`config.mk`:
```
export PLATFORM = sky130hd
export DESIGN_NAME = cast_output_stage
export DESIGN_NICKNAME = d
export VERILOG_FILES = /design/src/rtl/cast_pkg.sv /design/src/rtl/cast_skid_buffer.sv /design/src/rtl/cast_output_stage.sv
export SDC_FILE = /design/constraint.sdc
export NUM_CORES = 1
export LEC_CHECK = 0
export BUFFER_PORTS_ARGS = -buffer_cell sky130_fd_sc_hd__buf_2
export CAP_MARGIN = 25
export CORE_ASPECT_RATIO = 0.75
export CORE_MARGIN = 5
export CORE_UTILIZATION = 25
export CTS_CLUSTER_SIZE = 24
export DETAILED_ROUTE_END_ITERATION = 16
export GPL_TIMING_DRIVEN = 0
export PLACE_DENSITY_LB_ADDON = 0.1
export SYNTH_ARGS = -nofsm -noshare
export SYNTH_HDL_FRONTEND = slang
export SYNTH_SLANG_ARGS = --single-unit
```
`constraint.sdc`:
```
create_clock -name clk_i -period 9 [get_ports clk_i]
set_input_delay 2.7 -clock clk_i [delete_from_list [all_inputs] [get_ports clk_i]]
set_output_delay 2.7 -clock clk_i [all_outputs]
set_load 0.01 [all_outputs]
```
`src/rtl/cast_pkg.sv`:
```
//------------------------------------------------------------------------------
// cast_pkg
// Shared types and constants for the CAST router output path: flit type
// encoding, output-stage packet FSM states and the credit counter width.
// Revision: 1.0
//------------------------------------------------------------------------------
`default_nettype none

`ifndef DW
`define DW 32
`endif
`ifndef CAST_ROUTER_BUFFER_DEPTH_LOG
`define CAST_ROUTER_BUFFER_DEPTH_LOG 2
`endif

package cast_pkg;

  // Flit type, carried in the two most significant bits of every flit
  typedef enum logic [1:0] {
    FLIT_HEAD   = 2'b00,
    FLIT_BODY   = 2'b01,
    FLIT_TAIL   = 2'b10,
    FLIT_SINGLE = 2'b11
  } flit_type_t;

  // Packet tracking state of an output stage
  typedef enum logic {
    ST_IDLE = 1'b0,
    ST_BUSY = 1'b1
  } pkt_state_t;

  // Width of the exported credit counter
  localparam int CREDIT_W = 16;

  // Extract the flit type field from a flit
  function automatic flit_type_t get_flit_type(input logic [`DW-1:0] flit);
    return flit_type_t'(flit[`DW-1:`DW-2]);
  endfunction

endpackage

`default_nettype wire

```
`src/rtl/cast_skid_buffer.sv`:
```
//------------------------------------------------------------------------------
// cast_skid_buffer
// Two-entry in-order flit buffer. Entry 0 always holds the oldest flit and is
// presented on data_o. Push and pop in the same cycle are supported at any
// occupancy where each is legal.
// Revision: 1.0
//------------------------------------------------------------------------------
`default_nettype none

module cast_skid_buffer #(
  parameter int WIDTH = 32
) (
  input  logic             clk_i,
  input  logic             rst_i,
  input  logic             accept_i,
  input  logic [WIDTH-1:0] data_i,
  input  logic             fire_i,
  output logic [WIDTH-1:0] data_o,
  output logic [1:0]       occupancy_o
);

  logic [WIDTH-1:0] entry0_q, entry0_d;
  logic [WIDTH-1:0] entry1_q, entry1_d;
  logic [1:0]       occ_q, occ_d;
  logic             do_push;
  logic             do_pop;

  // Next entry contents and occupancy from the push/pop handshakes
  always_comb begin
    entry0_d = entry0_q;
    entry1_d = entry1_q;
    occ_d    = occ_q;
    // Guard against illegal handshakes so the buffer can never corrupt itself
    do_push  = accept_i & (occ_q != 2'd2);
    do_pop   = fire_i & (occ_q != 2'd0);
    case ({do_push, do_pop})
      2'b10: begin
        if (occ_q == 2'd0) begin
          entry0_d = data_i;
        end else begin
          entry1_d = data_i;
        end
        occ_d = occ_q + 2'd1;
      end
      2'b01: begin
        entry0_d = entry1_q;
        occ_d    = occ_q - 2'd1;
      end
      2'b11: begin
        // Occupancy unchanged; the new flit lands behind whatever remains
        if (occ_q == 2'd1) begin
          entry0_d = data_i;
        end else begin
          entry0_d = entry1_q;
          entry1_d = data_i;
        end
      end
      default: begin
      end
    endcase
  end

  // Buffer state registers
  always_ff @(posedge clk_i) begin
    if (rst_i) begin
      entry0_q <= '0;
      entry1_q <= '0;
      occ_q    <= 2'd0;
    end else begin
      entry0_q <= entry0_d;
      entry1_q <= entry1_d;
      occ_q    <= occ_d;
    end
  end

  assign data_o      = entry0_q;
  assign occupancy_o = occ_q;

endmodule

`default_nettype wire

```
`src/rtl/cast_output_stage.sv`:
```
//------------------------------------------------------------------------------
// cast_output_stage
// Router output stage: buffers crossbar flits in a two-entry skid buffer,
// gates the link with a downstream credit counter, tracks packet framing to
// flag protocol errors and pulses vc_release_o when a packet leaves.
// Revision: 1.0
//------------------------------------------------------------------------------
`default_nettype none

module cast_output_stage
  import cast_pkg::*;
#(
  parameter int CREDIT_MAX = 2**`CAST_ROUTER_BUFFER_DEPTH_LOG,
  parameter int isFC       = 0
) (
  input  logic                clk_i,
  input  logic                rst_i,
  input  logic                valid_i,
  input  logic [`DW-1:0]      data_i,
  output logic                ready_o,
  output logic                valid_o,
  output logic [`DW-1:0]      data_o,
  input  logic                ready_i,
  input  logic                credit_i,
  output logic                vc_release_o,
  output logic [CREDIT_W-1:0] credit_cnt_o,
  output logic                busy_o,
  output logic                err_o
);

  localparam logic [CREDIT_W-1:0] CREDIT_MAX_C = CREDIT_W'(CREDIT_MAX);
  localparam logic                FC_PORT      = (isFC != 0);

  logic [1:0]          occupancy;
  logic [`DW-1:0]      head_flit;
  logic                accept;
  logic                fire;
  flit_type_t          head_type;

  logic [CREDIT_W-1:0] credit_q, credit_d;
  pkt_state_t          state_q, state_d;
  logic                err_q, err_d;
  logic                release_q, release_d;
  logic                proto_err;
  logic                credit_ovf;

  // Ready depends on registered occupancy only, so no combinational path
  // from ready_i back to ready_o exists.
  assign ready_o = (occupancy != 2'd2);
  assign accept  = valid_i & ready_o;
  assign valid_o = (occupancy != 2'd0) & (credit_q != '0);
  assign fire    = valid_o & ready_i;
  assign data_o  = head_flit;
  assign head_type = get_flit_type(head_flit);

  cast_skid_buffer #(
    .WIDTH (`DW)
  ) u_skid (
    .clk_i       (clk_i),
    .rst_i       (rst_i),
    .accept_i    (accept),
    .data_i      (data_i),
    .fire_i      (fire),
    .data_o      (head_flit),
    .occupancy_o (occupancy)
  );

  // Credit counter: consume on fire, return on credit_i, saturate at max
  always_comb begin
    credit_d   = credit_q;
    credit_ovf = 1'b0;
    case ({fire, credit_i})
      2'b10: credit_d = credit_q - 1'b1;
      2'b01: begin
        if (credit_q == CREDIT_MAX_C) begin
          credit_ovf = 1'b1;
        end else begin
          credit_d = credit_q + 1'b1;
        end
      end
      default: begin
      end
    endcase
  end

  // Packet FSM next state; framing violations flag an error and hold state
  always_comb begin
    state_d   = state_q;
    proto_err = 1'b0;
    if (fire) begin
      case (state_q)
        ST_IDLE: begin
          case (head_type)
            FLIT_HEAD:   state_d = ST_BUSY;
            FLIT_SINGLE: state_d = ST_IDLE;
            // FC streams carry no headers, so a bare BODY/TAIL is legal there
            default:     proto_err = ~FC_PORT;
          endcase
        end
        ST_BUSY: begin
          case (head_type)
            FLIT_BODY: state_d = ST_BUSY;
            FLIT_TAIL: state_d = ST_IDLE;
            default:   proto_err = 1'b1;
          endcase
        end
        default: state_d = ST_IDLE;
      endcase
    end
  end

  // Sticky error and end-of-packet release pulse
  always_comb begin
    err_d     = err_q | proto_err | credit_ovf;
    release_d = fire & ((head_type == FLIT_TAIL) | (head_type == FLIT_SINGLE));
  end

  // FSM state register
  always_ff @(posedge clk_i) begin
    if (rst_i) begin
      state_q <= ST_IDLE;
    end else begin
      state_q <= state_d;
    end
  end

  // Credit, error and release registers
  always_ff @(posedge clk_i) begin
    if (rst_i) begin
      credit_q  <= CREDIT_MAX_C;
      err_q     <= 1'b0;
      release_q <= 1'b0;
    end else begin
      credit_q  <= credit_d;
      err_q     <= err_d;
      release_q <= release_d;
    end
  end

  assign credit_cnt_o = credit_q;
  assign busy_o       = (state_q == ST_BUSY);
  assign err_o        = err_q;
  assign vc_release_o = release_q;

endmodule

`default_nettype wire

```
==> metrics.md <==
| Metric | Value |
|---|---|
| Status | `completed` |
| Final hold viol count | `0` |
| GRT Util Overall | `14.2%` |
| Top Usage Layer GRT | `met1` |
| Mapped cell area | `approximately 0.004 sq mm` |
| Clock skew | `0.00809 ns` |
| Area of the core | `0.0161 sq mm` |
| Cts bufs inserted | `9` |
| Antenna viol nets, final | `0` |
| P_sw | `roughly 0.00095 W` |
| # port buffers | `89` |
| CTS root buf | `clkbuf_16` |
| Peak supply drop | `103 uV` |
| R2R depth | `12` |
| CP max-delay cell | `nand2_1` |
| Synthesized instance count | `505` |
| Vias in the first global route | `3806` |
| Unique masters post-synth | `38` |
| Reg power frac | `29.5%` |
| CP max FO | `15` |
| First-pass GRT wire length | `21100 um` |
| Routed WL | `13400 um` |
| Initial antenna violation count | `0` |
| Clk pin slew, worst setup/hold paths | `about 0.060 ns` |
| Post-synthesis sequential area ratio | `41.4%` |
| Hold_buf cts | `0` |
| RePlAce Congestion | `0.809` |
| Setup WS pre-CTS | `2.79 ns` |
| Final worst path period need | `around 5.9 ns` |
| Worst Path Arrival | `6.17 ns` |
| CP top delay family | `compound AO/OA/AOI/OAI gates` |
| Least-Margin Pin Slew | `between 0.6 and 0.7 ns` |
| Die Span X | `~160 um` |
| Largest net degree at the start of global routing | `17` |
| Final layout net count | `665` |
| CTS Buffer Depth | `2` |
| Die extent in y | `121 um` |
| FILL cells | `~1700` |
| Number of cells on the critical path | `12` |
| Syn Nets | `565` |
| First drt pass iteration count | `8` |
| Num rows | `40` |
| Clock tree from TritonCTS | `done` |
| Pint | `0.00115 W` |
| Async SR Flop Fraction | `0%` |
| I/O pin count | `90` |
| RSZ-0062 raised after global routing | `no` |
| Setup crit start kind | `primary input` |
| Via count | `4093` |
| CP bufs+invs | `2` |
| Max Slew Vio Count | `0` |
| GR Overflow Total | `0` |
| Worst rel slew slack | `56.4%` |
| Total die area | `0.0191 sq mm` |
| Effective utilization at floorplan | `between 20 and 30%` |
| Combinational power share | `53.6%` |
| Gates resized, CTS repair | `0` |
| Final TNS setup | `0 ns` |
| Static leakage | `2.13 nW` |
| Setup ws final | `a little over 3 ns` |
| Synthesis-to-finish area growth | `24.0%` |
| Critical Path End Type | `flip-flop` |
| GR met2 Demand/Resource | `20.5%` |
| Hpwl dp | `10100 um` |
| DRC violations left | `0` |
| Crit Path Class | `primary input to flip-flop` |
| GRT met1 Usage | `between 20% and 30%` |
| Clk_lat worst skew | `0.35 ns` |
| Setup Fix Bufs, Post-CTS | `0` |
| Vias per std cell | `roughly 5` |
| CTS Sinks | `85` |
| Clk pwr share | `between 10% and 20%` |
| Final setup vio count | `0` |
| Critical Path Max Stage Delay | `0.55 ns` |
| Syn. warnings | `0` |
| Main synth FF type | `dfxtp_1` |
| Data required time at the worst endpoint | `9.25 ns` |
| Synthesized area per cell | `8.15 sq um` |
| DR iter-0 viols | `~360` |
| Post-synth EDFFs | `0` |
| Hold path cells | `2` |
| Synthesized flop and latch total | `85` |
| Hold/Removal Path Class | `flip-flop to flip-flop` |
| CP cell instances | `buf_2 > nor2b_1 > nand2_1 > clkbuf_1 > nand2_1 > ha_1 > a211oi_1 > o211ai_1 > a21boi_0 > o21ai_0 > xnor2_1 > a211oi_1` |
| Switch share | `45.2%` |
| Final Cycle Share | `65.8%` |
| PwrDens | `between 400 and 500 mW/mm^2` |
| M3 GR Usage | `3.74%` |
| # H-tree levels | `3` |
| Total chip power | `0.00209 W` |
| F_max | `169 MHz` |
| Layout cells sized above 1 | `17.9%` |
| Number of max-cap violations | `0` |
| Diode count | `0` |
| Routed len/inst | `16.4 um` |
-- synth_stat cells, drive strengths merged (7+ instances only) --
cell	instances	share of area (%)
nand2	95	8.7
dfxtp	85	41
a21oi	58	7.1
nor2	45	4.1
nor3	36	4.4
clkbuf	33	3.0
a222oi	32	7.8
ha	22	6.7
inv	13	1.2
a21o	9	1.6
o21ai	9	1.1
xnor2	7	1.5
-- final cells by class --
type,count,area (sq um),area share (%)
Timing Repair Buffer,89,445,8.73
Inverter,13,48.8,0.956
Clock inverter,7,55.1,1.08
Multi-Input combinational cell,372,2220,43.6
Clock buffer,9,225,4.41
Tap cell,210,263,5.15
Buffer,35,139,2.72
Sequential cell,85,1700,33.3
-- through the flow --
step,util (%),hold slack (ns),cell area (sq um),cells
6_report,31.8,0.455,5100,820
4_1_cts,31.8,0.457,5100,820
2_1_floorplan,-,0.436,4110,505
3_3_place_gp,30.0,0.441,4820,804
3_5_place_dp,30.0,0.447,4820,804
5_1_grt,31.8,0.475,5100,820
-- worst paths after layout --
| kind | to | slack, ns | startpoint |
|---|---|---|---|
| max reg2reg | credit_cnt_o[11] | 4.55 | credit_cnt_o[14] |
| min | u_skid.entry1_q[7] | 0.45 | u_skid.entry1_q[7] |
| min reg2reg | u_skid.entry1_q[7] | 0.45 | u_skid.entry1_q[7] |
| max | credit_cnt_o[11] | 3.08 | ready_i |
-- worst reg2reg max path, delay by kind of cell (launching register included) --
family / cells / cell delay [ns]
AO/OA/AOI/OAI: 5 / 1.36
XOR/XNOR: 1 / 0.15
adder cells (fa/ha/maj): 1 / 0.49
buffers and inverters: 1 / 0.45
flip-flops: 1 / 0.39
AND/OR/NAND/NOR: 4 / 1.50
-- cell usage in the layout (no fill, tap or decap), types with 13 or more instances in the layout --
cell type / netlist / layout
a21oi_1: 58 / 58
a222oi_1: 32 / 32
buf_2: 0 / 89
clkbuf_1: 33 / 33
dfxtp_1: 85 / 85
ha_1: 22 / 22
inv_1: 13 / 13
nand2_1: 95 / 95
nor2_1: 45 / 45
nor3_1: 36 / 36
-- power groups by stage --
stage / registers (W) / clock network [W] / logic [W]
global route: 0.000637 / 0.000385 / 0.00126
finish: 0.000617 / 0.000354 / 0.00112
global placement: 0.000622 / 0 / 0.00111
floorplan: 0.000649 / 0 / 0.000743
detailed placement: 0.000625 / 0 / 0.00112
CTS: 0.000618 / 0.000372 / 0.00113
-- sequential cells by signal, summed over array words and instances (netlist names), named ones only --
name / count
u_skid.data_o: 32
u_skid.entry1_q: 32
credit_cnt_o: 16
u_skid.occupancy_o: 2
err_o: 1
vc_release_o: 1
-- kinds of logic after synthesis --
family	after synthesis	share of synthesized area, %
AOI/OAI and AO/OA	129	21.6
xor gates and xnor gates	13	2.77
adders and majority gates	23	7.18
buffers and inverters	48	4.56
DFF	85	41.4
and+or+nand+nor	207	22.5
-- routing by layer --
layer / wire [um] / part of all wire [%] / up-vias
li1: - / - / 2031
met2: 5590 / 42 / 130
met1: 6850 / 51 / 1923
met4: 135 / 1.0 / 0
met5: 0 / 0 / -
met3: 832 / 6.2 / 9
Note: power is estimated with default switching activity, not from simulation.
